**config.mk**
```make
export PLATFORM = sky130hd
export DESIGN_NAME = blinkdecode
export DESIGN_NICKNAME = d
export VERILOG_FILES = /design/src/rtl/blinkdecode.sv
export SDC_FILE = /design/constraint.sdc
export NUM_CORES = 1
export LEC_CHECK = 0
export ABC_AREA = 1
export BUFFER_PORTS_ARGS = -buffer_cell sky130_fd_sc_hd__buf_4
export CORE_MARGIN = 5
export CORE_UTILIZATION = 45
export CTS_CLUSTER_DIAMETER = 200
export CTS_CLUSTER_SIZE = 10
export DETAILED_ROUTE_END_ITERATION = 8
export HOLD_SLACK_MARGIN = 0.1
export SKIP_CTS_REPAIR_TIMING = 1
export SLEW_MARGIN = 5
export SYNTH_ARGS = -nofsm -noshare
export SYNTH_HDL_FRONTEND = slang
export SYNTH_SLANG_ARGS = --single-unit
export TNS_END_PERCENT = 10
```
**constraint.sdc**
```tcl
create_clock -name CLK -period 3.2 [get_ports CLK]
set_input_delay 0.32 -clock CLK [delete_from_list [all_inputs] [get_ports CLK]]
set_output_delay 0.32 -clock CLK [all_outputs]
set_load 0.1 [all_outputs]
```
**src/rtl/blinkdecode.sv**
```systemverilog
`default_nettype none
// ============================================================================
// Module   : blinkdecode
// Purpose  : Recovers speed, pattern phase and link health from the observed
//            4-bit bounce-pattern LED bus of the blink-speed block.
// Revision : 1.0 - initial release
// ============================================================================
module blinkdecode #(
  parameter int W = 25
) (
  input  logic       CLK,
  input  logic       RST,
  input  logic [3:0] LED,
  output logic [1:0] SPEED,
  output logic       VALID,
  output logic [2:0] PHASE,
  output logic       ERR
);

  typedef enum logic [1:0] {
    S_HUNT    = 2'd0,
    S_MEASURE = 2'd1,
    S_CONFIRM = 2'd2,
    S_LOCKED  = 2'd3
  } state_t;

  localparam logic [W+1:0] C_ONE   = (W+2)'(1);
  localparam logic [W+1:0] C_P0    = C_ONE << W;
  localparam logic [W+1:0] C_P1    = C_ONE << (W - 1);
  localparam logic [W+1:0] C_P2    = C_ONE << (W - 2);
  localparam logic [W+1:0] C_P3    = C_ONE << (W - 3);
  localparam logic [W+1:0] C_STALL = C_P0 + C_ONE;

  state_t       r_state, w_state_nxt;
  logic [3:0]   r_led_q;
  logic [W+1:0] r_ivl;
  logic [1:0]   r_cand, w_cand_nxt;
  logic [1:0]   r_speed, w_speed_nxt;
  logic         r_valid, w_valid_nxt;
  logic [2:0]   r_phase, w_phase_nxt;
  logic         r_err, w_err_nxt;

  logic         w_change;
  logic         w_stall;
  logic         w_code_ok;
  logic         w_step_ok;
  logic [2:0]   w_step_phase;
  logic         w_cls_ok;
  logic [1:0]   w_cls;

  assign w_change = (LED != r_led_q);
  assign w_stall  = (r_ivl == C_STALL);

  always_comb begin
    w_code_ok = 1'b0;
    case (LED)
      4'b0001, 4'b0010, 4'b0100, 4'b1000: w_code_ok = 1'b1;
      default:                            w_code_ok = 1'b0;
    endcase
  end

  // Bounce order 0001-0010-0100-1000-0100-0010; phase names the step just taken
  always_comb begin
    w_step_ok    = 1'b1;
    w_step_phase = 3'd0;
    case ({r_led_q, LED})
      8'b0001_0010: w_step_phase = 3'd1;
      8'b0010_0100: w_step_phase = 3'd2;
      8'b0100_1000: w_step_phase = 3'd3;
      8'b1000_0100: w_step_phase = 3'd4;
      8'b0100_0010: w_step_phase = 3'd5;
      8'b0010_0001: w_step_phase = 3'd0;
      default:      w_step_ok    = 1'b0;
    endcase
  end

  always_comb begin
    w_cls_ok = 1'b1;
    w_cls    = 2'd0;
    if (r_ivl == C_P0)      w_cls = 2'd0;
    else if (r_ivl == C_P1) w_cls = 2'd1;
    else if (r_ivl == C_P2) w_cls = 2'd2;
    else if (r_ivl == C_P3) w_cls = 2'd3;
    else                    w_cls_ok = 1'b0;
  end

  always_ff @(posedge CLK) begin
    if (RST) begin
      r_led_q <= 4'b0000;
      r_ivl   <= '0;
    end else begin
      r_led_q <= LED;
      if (w_change)
        r_ivl <= C_ONE;
      else if (!w_stall)
        r_ivl <= r_ivl + C_ONE;
    end
  end

  always_ff @(posedge CLK) begin
    if (RST) begin
      r_state <= S_HUNT;
      r_cand  <= 2'd0;
      r_speed <= 2'd0;
      r_valid <= 1'b0;
      r_phase <= 3'd0;
      r_err   <= 1'b0;
    end else begin
      r_state <= w_state_nxt;
      r_cand  <= w_cand_nxt;
      r_speed <= w_speed_nxt;
      r_valid <= w_valid_nxt;
      r_phase <= w_phase_nxt;
      r_err   <= w_err_nxt;
    end
  end

  always_comb begin
    w_state_nxt = r_state;
    w_cand_nxt  = r_cand;
    w_speed_nxt = r_speed;
    w_valid_nxt = r_valid;
    w_phase_nxt = r_phase;
    w_err_nxt   = 1'b0;
    if (w_change) begin
      if (r_state == S_HUNT) begin
        if (w_code_ok) w_state_nxt = S_MEASURE;
        else           w_err_nxt   = 1'b1;
      end else if (!w_code_ok || !w_step_ok) begin
        w_err_nxt   = 1'b1;
        w_state_nxt = S_HUNT;
        w_valid_nxt = 1'b0;
      end else begin
        w_phase_nxt = w_step_phase;
        case (r_state)
          S_MEASURE: begin
            if (w_cls_ok) begin
              w_state_nxt = S_CONFIRM;
              w_cand_nxt  = w_cls;
            end
          end
          S_CONFIRM: begin
            if (!w_cls_ok) begin
              w_state_nxt = S_MEASURE;
            end else if (w_cls == r_cand) begin
              w_state_nxt = S_LOCKED;
              w_speed_nxt = r_cand;
              w_valid_nxt = 1'b1;
            end else begin
              w_cand_nxt  = w_cls;
            end
          end
          S_LOCKED: begin
            if (!w_cls_ok) begin
              w_state_nxt = S_MEASURE;
              w_valid_nxt = 1'b0;
            end else if (w_cls != r_speed) begin
              w_state_nxt = S_CONFIRM;
              w_cand_nxt  = w_cls;
              w_valid_nxt = 1'b0;
            end
          end
          default: w_state_nxt = S_HUNT;
        endcase
      end
    end else if (r_state == S_LOCKED && w_stall) begin
      // Saturated interval with no edge: the blinker has stopped
      w_state_nxt = S_MEASURE;
      w_valid_nxt = 1'b0;
    end
  end

  assign SPEED = r_speed;
  assign VALID = r_valid;
  assign PHASE = r_phase;
  assign ERR   = r_err;

endmodule
`default_nettype wire

```
==> results of run 1 <==
==> power by group through the flow <==
stage                     clock, W  sequential (W)  combinational, W
after floorplan                  0        0.000628          0.000144
after global placement           0        0.000575          0.000246
after detailed placement         0        0.000574          0.000246
after CTS                 0.000359        0.000563          0.000247
after global routing      0.000378        0.000569          0.000282
final                     0.000345        0.000563          0.000246
==> path summary, 6_finish.rpt <==
path	start	cells past startpoint	slack, ns	to
hold / removal	LED[1]	3	0.27	r_led_q[1]$_SDFF_PP0_
setup reg to reg	r_ivl[0]$_SDFFE_PP0P_	17	1.31	r_state[0]$_SDFFE_PP0P_
hold reg to reg	PHASE[1]$_SDFFE_PP0P_	2	0.49	PHASE[1]$_SDFFE_PP0P_
setup / recovery	r_ivl[0]$_SDFFE_PP0P_	17	1.31	r_state[0]$_SDFFE_PP0P_
==> through the flow <==
step	total power, W	instance area [sq um]	utilization [%]	hold WS (ns)	setup slack (ns)
finish	0.00115	2840	51.3	0.268	1.31
global route	0.00123	2840	51.3	0.263	0.987
CTS	0.00117	2840	51.3	0.258	1.29
detailed placement	0.000821	2750	49.7	0.482	1.31
global placement	0.000821	2750	49.7	0.471	1.34
floorplan	0.000771	2570	-	0.427	1.47
==> worst register-to-register path: cells and delay by family (launching register included) <==
family	cells	cell delay, ns
adder cells (fa/ha/maj)	1	0.17
buffers and inverters	2	0.14
flip-flops	1	0.37
AND/OR/NAND/NOR	14	1.11
==> placed cells by master (no fill, tap or decap), types with 6 or more instances in the layout <==
cell type  count
nand2_1       70
nor2_1        54
inv_1         45
dfxtp_1       42
a21oi_1       29
nand3_1       18
o21ai_0       17
inv_2         16
nor3_1        14
buf_4         13
nor2_2        12
nand2_2       12
o21ai_1        7
nor2_4         6
==> metal layers <==
layer | wire length, um | GRT usage, % | part of all wire, %
met1 | 2630 | 21.5 | 52
met2 | 2220 | 24.0 | 44
met3 | 166 | 2.88 | 3.3
met4 | 73 | 5.76 | 1.4
met5 | 0 | 0 | 0
==> layout make-up <==
type	instances	area (sq um)
repair buffers	13	97.6
clock buffers	6	72.6
flip-flops and latches	42	841
clock inverters	2	13.8
fillers	590	2700
multi-input cells	277	1500
well taps	72	90.1
inverters	61	229
==> logic make-up (layout without fill, tap and decap cells) <==
group,count (synthesis),count (layout)
flops,42,42
simple gates,205,205
xor+xnor,4,4
compound gates,65,65
buf+inv,63,82
fa+ha+maj,3,3
==> flip-flops by register name (all words and copies together) (netlist names) <==
register and flops:
r_led_q 4, r_state 2, ERR 1, PHASE 3, r_cand 2, r_ivl 27, SPEED 2, VALID 1
==> results by group, run 1 <==
Clock network
  • Clock transition at path regs: 0.09 ns
  • CTS tree: built
  • Root Buffer: clkbuf_8
  • Num CTS Buffers: 5
  • Clk buf depth: 2
  • Worst skew pair latency: ~0.30 ns
  • Clk sinks: 42
  • # H-tree levels: 2

Critical path
  • Crit-path leading delay family: simple AND/OR/NAND/NOR gates
  • CP most frequent cell: nand2_1
  • CP Capture Type: register
  • Slowest stage delay, CP: 0.37 ns
  • Critical Path Start Type: register
  • Slowest cell on the critical path: dfxtp_1
  • Crit path required time: 3.39 ns
  • CP Cell Sequence: inv_1, ha_1, inv_1, nor2_2, nand2_2, nor2_8, nand2_2, nand2_1, nand2_1, nand2_2, nand2_1, nand2_1, nand2_1, nand2_2, nand3_1, nand2_1, nor2_1
  • Critical Path Fanout Max: 5
  • CP bufs+invs: 2
  • Crit Path Class: register to register
  • WP data arrival: 2.09 ns

Place
  • Placer Congestion: 0.818
  • Placed wire-length estimate: 3.96 mm
  • IO Port Bufs: 12
  • Placed Cells: 465

Logic synthesis
  • Seq/Total Area, Yosys: 32.7%
  • Distinct cells, synth: 37
  • Post-synthesis mux area share: 0%
  • Largest family of logic cells by synthesized area: simple AND/OR/NAND/NOR gates
  • XOR/XNOR share of the synthesized area: under 10%
  • Post-synthesis compound-gate area fraction: approximately 15%
  • Synthesized instance count: 382
  • Synth top cells by count: nand2_1, nor2_1, inv_1
  • Synth async-reset ratio: 0%
  • Area share of the largest cell type after synthesis: roughly a third
  • Netlist Area Pre-Place: 2570 sq um
  • Post-synth EDFFs: 0
  • Synth top area cells: dfxtp_1, nand2_1, nor2_1
  • Cell taking the most area after synthesis: dfxtp_1
  • YS warnings: 0
  • Post-Synth Simple-Gate Area: 40.6%
  • Post-Syn Area per Cell: roughly 6.7 sq um
  • Post-synth top flop: dfxtp_1
  • Most instantiated library cell after synthesis: nand2_1
  • Adder-Cell Fraction of Synth Area: between 1 and 1.5%
  • Yosys reg bits: 42
  • Syn_nets: 391

STA
  • TNS Setup: 0 ns
  • Hold Fails Final Rpt: 0
  • Final Critical Period: approximately 1.9 ns
  • Relative slew slack: roughly three quarters
  • Pins Over Slew Limit: 0
  • Final clock skew: 0.00692 ns
  • Fmax: 0.528 GHz
  • Slew @ Worst Pin: approximately 0.37 ns
  • Tcrit/Tclk final: 59.2%
  • # setup viols final: 0
  • RSZ-0062 raised after global routing: false

Power
  • Sw Share: between 30% and 40%
  • Seq pwr share: between 40 and 50%
  • Pwr/cell area: 407 nW/um^2
  • Max VDD drop: 0.000249 V
  • Switch Pwr: 0.000384 W
  • Pleak: 1.14 nW
  • Comb power frac: 21.3%
  • Int Power: about 0.00077 W
  • Clk network pwr share: 29.9%

Die
  • Initial Utilization: 46.5%
  • Num rows: 27
  • Boundary Pins: 13
  • Die area: around 7300 sq um
  • Die Height: 85.6 um
  • Core area: ~5500 sq um
  • Die Width: 85.6 um

Global route
  • Total GRT Usage: 15.6%
  • First-pass GRT wire length: 9.35 mm
  • Vias in the first global route: about 2,200
  • Total gr overflow: 0
  • Largest net degree at the start of global routing: 20
  • Initial antenna violation count: 0

Routing
  • Final Routed Wirelength: 5.09 mm
  • DR WL/cell: 10.8 um
  • Via Count: 2,293
  • Residual DRC: 0
  • DRT iter0 DRCs: 86
  • DRT antenna net count: 0
  • DRT Pass-1 Iters: 4
  • Post-DR vias/cell: 4.85

Cells and area
  • # diodes: 0
  • Nets: 409
  • Fin cells: approximately 470
  • Area delta synth->final: 10.3%
  • Layout cell share with drive strength beyond 1: 20.7%

Outcome
  • Status: completed

Hold path
  • Worst hold path type: primary input to register

Flow run
  • # Max-Cap Violations: 0
No activity file was read; power rests on OpenSTA's default activity.
==> inputs of run 2 (changes only) <==
ABC_AREA = 0   (was 1)
clock period = 1.9 ns   (was 3.2 ns; I/O delays follow)
==> results by group, run 2 <==
Power
  • Max VDD drop: 0.000467 V (+87%)
  • Sw Share: 23.2% (-10 points)
  • Seq pwr share: 45.0% (-3.8 points)
  • Comb power frac: 11.2% (-10 points)
  • Int Power: 0.00156 W (+100%)
  • Switch Pwr: 0.000473 W (+23%)
  • Pleak: 1.29 nW (+13%)
  • Clk network pwr share: 43.7% (+14 points)
  • Pwr/cell area: 607 nW/um^2 (+49%)
  • Tot Pwr: 0.00204 W (+76%)

Clock network
  • Root Buffer: clkbuf_8
  • Clk sinks: 42 (unchanged)
  • # H-tree levels: 2 (unchanged)
  • Worst skew pair latency: 0.30 ns (about the same)
  • Clock transition at path regs: 0.09 ns (about the same)
  • Clk buf depth: 2 (unchanged)
  • Num CTS Buffers: 5 (unchanged)
  • CTS tree: built

Logic synthesis
  • Synth top area cells: dfxtp_1, xor2_1, nor2_1
  • Post-synth top flop: dfxtp_1
  • Area share of the largest cell type after synthesis: 35.2% (+2.5 points)
  • Yosys reg bits: 42 (unchanged)
  • Synthesized instance count: 292 (-24%)
  • Synth async-reset ratio: 0% (unchanged)
  • Distinct cells, synth: 49 (+32%)
  • Post-Syn Area per Cell: 8.18 sq um (+21%)
  • Synth top cells by count: dfxtp_1, nor2_1, xor2_1
  • Syn_nets: 301 (-23%)
  • Seq/Total Area, Yosys: 35.2% (+2.5 points)
  • YS warnings: 0 (unchanged)
  • Most instantiated library cell after synthesis: dfxtp_1
  • Cell taking the most area after synthesis: dfxtp_1
  • Netlist Area Pre-Place: 2390 sq um (-7.2%)
  • Post-synth EDFFs: 0 (unchanged)

Hold path
  • Worst hold path type: primary input to register

Critical path
  • R2r worst-path depth: 7 (-10)
  • Last element of the critical path: r_state[0]$_SDFFE_PP0P_
  • Crit Path Class: primary input to register
  • Crit path required time: 2.09 ns (-1.30 ns)
  • Reg2reg setup slack: -0.31 ns (-1.62 ns)
  • Critical Path Fanout Max: 3 (-2)
  • R2R Path End: r_state[0]$_SDFFE_PP0P_
  • CP Launch Point: LED[3]
  • WP data arrival: 2.40 ns (+0.31 ns)
  • RR Startpoint: r_led_q[2]$_SDFF_PP0_
  • CP Capture Type: register
  • Critical Path Start Type: primary input

Cells and area
  • Area delta synth->final: 40.4%
  • Final Instance Area: 3350 sq um (+18%)
  • Max reg flops: 27 (unchanged)
  • Nets: 380 (-7.1%)
  • Most common cell after layout, fill and taps aside: buf_4
  • # diodes: 0 (unchanged)
  • Most frequent cells in the layout: buf_4, nor2_1, dfxtp_1
  • Layout cell share with drive strength beyond 1: 34.9% (+14 points)
  • Top reg by flops: r_ivl

STA
  • TNS Setup: -2.92 ns (-2.92 ns)
  • RSZ-0062 raised after global routing: true
  • Tcrit/Tclk final: 116%
  • Pins Over Slew Limit: 0 (unchanged)
  • # setup viols final: 23 (+23)
  • Final Critical Period: 2.21 ns
  • Relative slew slack: 72.2% (-3.0 points)
  • Hold Fails Final Rpt: 0 (unchanged)
  • Post-route setup slack: -0.312 ns (-1.62 ns)
  • Hold_ws: 0.179 ns (-0.0896 ns)
  • Fmax: between 0.4 and 0.5 GHz
  • Slew @ Worst Pin: 0.411 ns (+0.0397 ns)
  • Final clock skew: 0.00677 ns (-0.000142 ns)

Routing
  • DRT antenna net count: 0 (unchanged)
  • Post-DR vias/cell: 5.24 (+8.2%)
  • Via Count: 2,318 (+1.1%)
  • DRT iter0 DRCs: 86 (unchanged)
  • DR WL/cell: 12.9 um (+20%)
  • Residual DRC: 0 (unchanged)
  • Final Routed Wirelength: 5.72 mm (+12%)
  • DRT Pass-1 Iters: 4 (unchanged)

Outcome
  • Failing checks: setup timing
  • Status: finished, violations left

Global route
  • Initial antenna violation count: 0 (unchanged)
  • Total GRT Usage: 16.8% (+1.2 points)
  • Vias in the first global route: 2,195 (+0.73%)
  • Largest net degree at the start of global routing: 17 (-15%)
  • First-pass GRT wire length: 9.66 mm (+3.3%)
  • Total gr overflow: 0 (unchanged)

Die
  • Die Width: 82.9 um (-3.2%)
  • Initial Utilization: 46.5% (about the same)
  • Core area: 5140 sq um (-7.2%)
  • Die area: 6870 sq um (-6.4%)
  • Num rows: 26 (-3.7%)
  • Die Height: 82.9 um (-3.2%)
  • Boundary Pins: 13 (unchanged)

Place
  • Placed wire-length estimate: 4.15 mm (+4.7%)
  • Worst slack, placed: -0.599 ns (-1.91 ns)
  • Dpl cell area: 3070 sq um (+11%)
  • Placer Congestion: 0.823 (+0.61%)
  • IO Port Bufs: 12 (unchanged)

Flow run
  • # Max-Cap Violations: 0 (unchanged)
==> run 2: changes by cell type after synthesis, sizes merged, moves of 9 or more <==
cell | before | now
a21oi | 30 | 13
clkbuf | 1 | 10
inv | 61 | 12
nand2 | 83 | 17
nor2 | 73 | 40
nor3 | 17 | 8
nor4 | 1 | 10
o21ai | 25 | 15
or3 | 0 | 9
xor2 | 4 | 20
==> run 2: worst min path at each step <==
stage                               start               endpoint  slack, ns  depth (start not counted)
global route                          RST  r_led_q[1]$_SDFF_PP0_       0.18                          2
CTS                                   RST  r_led_q[1]$_SDFF_PP0_       0.18                          2
finish                                RST  r_led_q[1]$_SDFF_PP0_       0.18                          2
detailed placement  PHASE[1]$_SDFFE_PP0P_  PHASE[1]$_SDFFE_PP0P_       0.49                          2
floorplan                             RST  r_led_q[0]$_SDFF_PP0_       0.26                          1
global placement    PHASE[2]$_SDFFE_PP0P_  PHASE[2]$_SDFFE_PP0P_       0.48                          2
==> run 2: power groups by stage <==
stage          Clock, W  Sequential, W  Combinational, W
2_1_floorplan         0       0.000943          0.000133
3_3_place_gp          0       0.000935          0.000211
3_5_place_dp          0       0.000935          0.000213
4_1_cts        0.000913       0.000915          0.000214
5_1_grt        0.000959       0.000918          0.000247
6_report       0.000890       0.000916          0.000229
==> run 2: stage by stage <==
stage	instances	utilization [%]
after detailed placement	434	59.7
final	442	65.3
after global routing	442	65.3
after global placement	434	59.7
after CTS	442	62.5
after floorplan	292	-
==> run 2: final cells by class <==
cell class,count,area (sq um)
clock buffers,6,82.6
clock inverters,2,60.1
fillers,479,1790
inverters,12,45.0
multi-input cells,224,1580
flip-flops and latches,42,848
well taps,70,87.6
repair buffers,86,653
==> run 2: cell families (layout without fill, tap and decap cells) <==
| family | count (synthesis) | in the layout | synth area share (%) |
|---|---|---|---|
| AO/OA/AOI/OAI | 52 | 52 | 14.8 |
| multiplexers | 9 | 9 | 3.82 |
| adder cells (fa/ha/maj) | 3 | 3 | 1.57 |
| flip-flops | 42 | 42 | 35.2 |
| AND/OR/NAND/NOR | 132 | 132 | 29.9 |
| buffers and inverters | 26 | 106 | 4.45 |
| XOR/XNOR | 28 | 28 | 10.3 |
==> run 2: critical path, stage by stage <==
cell      delay (ns)
buf_4           0.11
or4b_4          0.54
or4_4           0.47
a311oi_4        0.36
and2_4          0.20
a21boi_2        0.16
nor3_2          0.07
mux2_4          0.30
==> run 2: routing by layer <==
layer	share of wire (%)	GRT usage [%]	up-vias
met1	48	21.3	1073
met3	2.4	3.76	10
li1	-	-	1210
met4	1.6	7.13	0
met2	48	27.3	25
met5	0	0	-
